==> src/rtl/pipe_stall_ctrl.sv <==
// Central stall/flush controller for the 5-stage core: prioritises stage stall
// requests, sequences multi-cycle EX operations and counts stalled cycles.
module pipe_stall_ctrl #(
    parameter int MC_LEN_W = 6,
    parameter int ADDR_W   = 32,
    parameter int PERF_W   = 16
) (
    input  logic                clk,
    input  logic                rst,
    input  logic                stallreq_if,
    input  logic                stallreq_id,
    input  logic                stallreq_mem,
    input  logic                ex_mc_start,
    input  logic [MC_LEN_W-1:0] ex_mc_len,
    input  logic                flush_req,
    input  logic [ADDR_W-1:0]   flush_pc,
    output logic [5:0]          stall,
    output logic                flush,
    output logic [ADDR_W-1:0]   new_pc,
    output logic                ex_mc_busy,
    output logic                ex_mc_done,
    output logic [PERF_W-1:0]   stall_cycles
);

    typedef enum logic [1:0] {
        ST_IDLE    = 2'd0,
        ST_MC_RUN  = 2'd1,
        ST_MC_DONE = 2'd2
    } state_t;

    localparam logic [MC_LEN_W-1:0] CNT_ONE  = MC_LEN_W'(1);
    localparam logic [PERF_W-1:0]   PERF_MAX = {PERF_W{1'b1}};

    state_t              state_r;
    state_t              state_nxt_s;
    logic [MC_LEN_W-1:0] cnt_r;
    logic [MC_LEN_W-1:0] cnt_nxt_s;
    logic                start_s;
    logic                ex_stall_s;

    // Accepted multi-cycle start; a coincident flush drops it.
    assign start_s    = (state_r == ST_IDLE) && ex_mc_start && !flush_req;
    assign ex_stall_s = start_s || (state_r == ST_MC_RUN);

    // State and cycle counter registers.
    always_ff @(posedge clk or negedge rst) begin
        if (!rst) begin
            state_r <= ST_IDLE;
            cnt_r   <= '0;
        end else begin
            state_r <= state_nxt_s;
            cnt_r   <= cnt_nxt_s;
        end
    end

    // Next-state and counter sequencing.
    always_comb begin
        state_nxt_s = state_r;
        cnt_nxt_s   = cnt_r;
        if (flush_req) begin
            state_nxt_s = ST_IDLE;
            cnt_nxt_s   = '0;
        end else begin
            case (state_r)
                ST_IDLE: begin
                    if (ex_mc_start) begin
                        // A length of 0 behaves like 1: a single stalled cycle.
                        if (ex_mc_len <= CNT_ONE) begin
                            state_nxt_s = ST_MC_DONE;
                        end else begin
                            cnt_nxt_s   = ex_mc_len - CNT_ONE;
                            state_nxt_s = ST_MC_RUN;
                        end
                    end else begin
                        state_nxt_s = ST_IDLE;
                    end
                end
                ST_MC_RUN: begin
                    if (cnt_r == CNT_ONE) begin
                        cnt_nxt_s   = '0;
                        state_nxt_s = ST_MC_DONE;
                    end else begin
                        cnt_nxt_s   = cnt_r - CNT_ONE;
                    end
                end
                ST_MC_DONE: begin
                    if (stallreq_mem) begin
                        state_nxt_s = ST_MC_DONE;
                    end else begin
                        state_nxt_s = ST_IDLE;
                    end
                end
                default: begin
                    state_nxt_s = ST_IDLE;
                    cnt_nxt_s   = '0;
                end
            endcase
        end
    end

    // Stall/flush outputs are combinational so stage registers see them at the same edge.
    always_comb begin
        stall      = 6'b000000;
        flush      = 1'b0;
        new_pc     = '0;
        ex_mc_busy = 1'b0;
        ex_mc_done = 1'b0;
        if (!rst) begin
            stall = 6'b000000;
        end else if (flush_req) begin
            flush  = 1'b1;
            new_pc = flush_pc;
        end else begin
            ex_mc_busy = ex_stall_s;
            ex_mc_done = (state_r == ST_MC_DONE);
            if (stallreq_mem) begin
                stall = 6'b011111;
            end else if (ex_stall_s) begin
                stall = 6'b001111;
            end else if (stallreq_id) begin
                stall = 6'b000111;
            end else if (stallreq_if) begin
                stall = 6'b000011;
            end else begin
                stall = 6'b000000;
            end
        end
    end

    // Saturating stalled-cycle counter; only reset clears it.
    always_ff @(posedge clk or negedge rst) begin
        if (!rst) begin
            stall_cycles <= '0;
        end else if ((stall != 6'b000000) && (stall_cycles != PERF_MAX)) begin
            stall_cycles <= stall_cycles + PERF_W'(1);
        end else begin
            stall_cycles <= stall_cycles;
        end
    end

endmodule

==> config.mk <==
export PLATFORM = sky130hd
export DESIGN_NAME = pipe_stall_ctrl
export DESIGN_NICKNAME = d
export VERILOG_FILES = /design/src/rtl/pipe_stall_ctrl.sv
export SDC_FILE = /design/constraint.sdc
export NUM_CORES = 1
export LEC_CHECK = 0
export ABC_AREA = 1
export BUFFER_PORTS_ARGS = -buffer_cell sky130_fd_sc_hd__buf_2
export CORE_MARGIN = 1
export CORE_UTILIZATION = 46
export DETAILED_ROUTE_END_ITERATION = 10
export GPL_TIMING_DRIVEN = 1
export PLACE_DENSITY = 0.84
export REMOVE_ABC_BUFFERS = 1
export SYNTH_ARGS = -nofsm -noshare
export SYNTH_HDL_FRONTEND = slang
export SYNTH_SLANG_ARGS = --single-unit
==> constraint.sdc <==
create_clock -name clk -period 2.2 [get_ports clk]
set_clock_uncertainty 0.15 [all_clocks]
set_input_delay 0.22 -clock clk [delete_from_list [all_inputs] [get_ports clk]]
set_output_delay 0.22 -clock clk [all_outputs]
set_load 0.005 [all_outputs]
* Word level (Yosys, flattened, before mapping) *
Cells that the tools add are included.

storage, ports and cells
  word-level logic and storage cells = 48
  register bits = 24
  ROM bits = 0
  bits in writable memories = 0
  memories kept = 0
  latch bits = 0

cells by class
  bitwise operators = 0
  div/mod/pow operators = 0
  reduce and logical (&&, ||, !) cells = 8
  multipliers = 0
  magnitude comparators = 1
  equality and inequality tests = 8
  multiplexer cells = 25
  add/subtract/negate cells = 3
  shift operators = 0

operators with widths
  kind                                                                              number
  32-bit 2-to-1 mux                                                                 2
  6-bit 2-to-1 mux                                                                  4
  6-bit case mux with 3 select lines                                                1
  16-bit by 1-bit adder with 16-bit output, second input constant                   1
  16-bit inequality test, second input constant                                     1
  5-bit 2-to-1 mux                                                                  3
  2-bit 2-to-1 mux                                                                  6
  6-bit by 1-bit subtractor with 6-bit output, second input constant                2
  6-bit by 1-bit == test with 1-bit output, second input constant                   1
  6-bit by 1-bit less-or-equal comparator with 1-bit output, second input constant  1
  1-bit 2-to-1 mux                                                                  6
  3-bit inequality test, second input constant                                      2
  2-bit case mux with 3 select lines                                                1
  6-bit nonzero test                                                                1
  4-bit 2-to-1 mux                                                                  1
  1-bit logical AND                                                                 3
  3-bit 2-to-1 mux                                                                  1
  3-bit by 2-bit inequality test with 1-bit output, second input constant           1
  3-bit AND reduction                                                               1
  2-bit by 1-bit == test with 1-bit output, second input constant                   1
  2-bit == test, second input constant                                              1
  2-bit zero test                                                                   1
  2-bit inequality test, second input constant                                      1
  1-bit zero test                                                                   1
  1-bit logical OR                                                                  1

* Longest topological paths before layout *
  depth after elaboration = 10
  mapped depth = 10

* Worst setup path before layout *
No wires, ideal clock.

  path kind = flip-flop to flip-flop
  from = reg stall_cycles[0]
  to = reg stall_cycles[6]
  slack = 483 ps
  path buffers = 1
  stages on the path, launching flop included = 10
  arrival = 1450 ps
  setup time = 117 ps
  cell sequence = dfrtp_1 -> ha_1 -> nand3_2 -> nor2_4 -> nand2_2 -> nor2_4 -> nand2_4 -> buf_2 -> nand3_1 -> nand2_1

on the way
  cells in the longest elaborated chain, start to end = 2
  elaborated cells on any way between the ends = 3
  those cells by class = 1 x add/sub; 1 x eq/ne; 1 x reduce/logical

RTL lines
  item                                                                                              RTL line  text
  start: declaration                                                                                22        output logic [PERF_W-1:0] stall_cycles
  start signal: assignment                                                                          135       stall_cycles <= stall_cycles + PERF_W'(1);
  start signal: assignment                                                                          137       stall_cycles <= stall_cycles;
  parallel branches: the longest is 2 deep, another holds 16-bit by 1-bit adder with 16-bit output  -

Several ways; the timed one is not identified.
A chain may end at the register's enable or synchronous reset.

* Worst setup path in the final report *
  from = in rst
  to = out stall[1]

on the way
  cells in the longest elaborated chain, start to end = 1

RTL lines
  item                RTL line  text
  start: declaration  9         input logic rst,
  5-bit 2-to-1 mux    108       if (!rst) begin
  end: declaration    17        output logic [5:0] stall,

No other way between the ends.

==> flow_summary.yaml <==
power_and_ir_drop:
  swShare: 0.409
  vdd.ir_drop.worst_uv: 775
  pwr-share-comb: 0.443
  power_density_nw_per_um2: 649
  p_int_mw: 1.01
  power.leakage_nw: 1.66
  pwr-share-seq: 0.380
  clkPwrFrac: 0.177
  power.switching_mw: 0.698
placement:
  port_buffers: 100
  gp_congestion: 0.908
  place_hpwl_mm: 4.17
  placed_cell_area_um2: 2550
synthesis:
  synth_area_um2: 2020
  yosys_warnings: 0
  synth_seq_cells: 24
  avgSynthCellArea_um2: 6.13
  yosysSeqAreaShare: 0.298
  synthSimpleGateAreaFrac: 0.454
  yosysTopAreaCellShare: 0.298
  synth_cell_types: 32
  netlist_instances: 329
  synth.mux.area_fraction: 0
  synth_top_area_cell: "dfrtp_1"
  synthAdderAreaFrac: 0.0310
  synth_compound_area_frac: 0.0415
  ys_top_cells_by_area: "dfrtp_1 (30%), nand2_1 (17%), nor2_1 (11%)"
  synth_top_family_by_area: "simple AND/OR/NAND/NOR gates"
  synth_xor_area_frac: 0.0434
global_route:
  busiest_layer: "met2"
  grt_antenna_before_repair: 0
  grt_start_max_net_pins: 34
  grt_pass1_wl_mm: 8.27
  grt_use_total: 0.237
  grt_pass1_vias: 1980
  grt_overflow_total: 0
  met3_usage: 0.0450
  use_met2: 0.431
  use_met1: 0.262
clock_tree:
  post_cts_buffers: 0
  max-clock-path-buffers: 2
  cts_root_buf: "clkbuf_8"
  path_clk_slew_ns: 0.08
  cts_buffers: 3
  cts_sinks: 24
  cts_tree: "built"
  clk_latency_ns: 0.27
  cts_max_level: 1
route:
  drtAntennaViolNets: 0
  drt_iter0_drc: 79
  avgRoutedWirePerCell_um: 11.1
  vias: 2320
  dr.pass1.iters: 4
  finalWirelength_mm: 5.31
  post-route-drc-count: 0
  viasPerCell: 4.84
setup_path:
  path_common_cell: "buf_2"
  path_class: "input port to output pin"
  path_cells: "dlygate4sd3_1 -> buf_2 -> inv_1 -> nor2_1 -> o21ai_1 -> nand3_4 -> buf_2"
  cp.required_ns: 1.83
  critical_path.max_fanout: 20
  crit_arrival_ns: 1.75
  slowest_stage: "dlygate4sd3_1"
  critPathCaptureType: "output pin"
  slowest_delay_ns: 0.53
  worst_setup_path_start_kind: "input port"
timing:
  clock.fmax_mhz: 471
  setup-tns-final_ns: 0
  slew_viol_final: 0
  rsz0062_at_grt: "no"
  setup_viol: 0
  period_needed_ns: 2.12
  post-route-period-util: 0.965
  hold_violations: 0
cells_and_area:
  area_growth_pct: 30.1
  stdcell_area_um2: 2630
  drive_gt1_frac: 0.277
  n_fill_cell: 393
  fin_util: 0.638
  nNetsFinal: 480
  layout.cells.most_common: "buf_2"
  final_cell_mix: "buf_2 (100), nand2_1 (93), nor2_1 (61)"
  antenna_cells: 0
floorplanning:
  initial_core_util: 0.490
  die_h_um: 68.2
  core_um2: 4120
  die_w_um: 68.2
  die-area_um2: 4660
  ios: 102
  rows: 23
hold_path:
  hp-class: "input port to register"
status:
  status: "complete, no violations"
flow_run:
  max-cap-violations: 0
[synth_stat cells, drive strengths merged]
| master | instances |
|---|---|
| clkbuf | 3 |
| dfrtp | 24 |
| nand3 | 39 |
| o21ai | 8 |
| a31oi | 1 |
| o22ai | 2 |
| conb | 1 |
| inv | 57 |
| nand4 | 4 |
| nand3b | 1 |
| xnor2 | 5 |
| a21boi | 1 |
| nor3b | 1 |
| nor3 | 2 |
| nand2 | 97 |
| o21bai | 1 |
| a21oi | 2 |
| ha | 5 |
| buf | 5 |
| nor2 | 65 |
| xor2 | 5 |
[through the flow]
step / total power, mW / setup WS, ns / std cells / hold WS, ns
finish: 1.70 / 0.0765 / 479 / 0.140
global route: 1.86 / 0.00794 / 479 / 0.197
CTS: 1.71 / 0.0302 / 479 / 0.141
detailed placement: 1.39 / 0.342 / 474 / 0.0866
global placement: 1.37 / 0.431 / 474 / 0.0895
floorplan: 1.13 / 0.537 / 321 / -0.226
[what timing repair did]
action,in CTS,in global routing
gates resized for setup,0,2
endpoints found under the setup margin,0,33
endpoints found under the hold margin,24,0
hold buffers,1,0
[power by group through the flow]
stage          sequential, mW  clock (mW)  combinational, mW
2_1_floorplan           0.634           0              0.501
3_3_place_gp            0.646           0              0.728
3_5_place_dp            0.649           0              0.746
4_1_cts                 0.645       0.302              0.760
5_1_grt                 0.659       0.324              0.873
6_report                0.647       0.301              0.756
[path summary, 6_finish.rpt]
check	from	endpoint	slack [ns]	depth (start not counted)
hold reg to reg	cnt_r[1]$_DFFE_PN0P_	cnt_r[1]$_DFFE_PN0P_	0.39	2
max in group asynchronous	rst	stall_cycles[0]$_DFFE_PN0P_	1.42	3
setup reg to reg	stall_cycles[0]$_DFFE_PN0P_	stall_cycles[15]$_DFFE_PN0P_	0.25	9
setup / recovery	rst	stall[1]	0.08	7
hold / removal	stallreq_mem	state_r[1]$_DFFE_PN0P_	0.14	3
min in group asynchronous	rst	state_r[1]$_DFFE_PN0P_	0.31	3
[area by class of cell]
| cell class | instances | area [µm²] | share of cell area |
|---|---|---|---|
| multi-input combinational | 240 | 1150 | 0.439 |
| sequential | 24 | 601 | 0.229 |
| timing repair buffer | 104 | 541 | 0.206 |
| inverter | 57 | 214 | 0.0815 |
| tap | 50 | 62.6 | 0.0238 |
| clock buffer | 4 | 55.1 | 0.0210 |
[routing by layer]
metal	wire length (µm)	vias up
met3	401	12
met4	155	0
met2	2610	90
met1	2140	1019
li1	-	1199
met5	0	-
[critical path, delay by kind of cell]
family | cells | cell delay [ns]
buffers and inverters | 4 | 0.87
and+or+nand+nor | 2 | 0.47
AOI/OAI and AO/OA | 1 | 0.18
[sequential cells by signal (all words and copies together), names as in the netlist]
| signal | flops |
|---|---|
| stall_cycles | 16 |
| cnt_r | 6 |
| state_r | 2 |
[cells by family after synthesis]
| kind of cell | Yosys count |
|---|---|
| AOI/OAI and AO/OA | 15 |
| xor gates and xnor gates | 10 |
| adders and majority gates | 5 |
| buffers and inverters | 65 |
| DFF | 24 |
| other | 1 |
| and+or+nand+nor | 209 |
(Power assumes the default switching activity.)
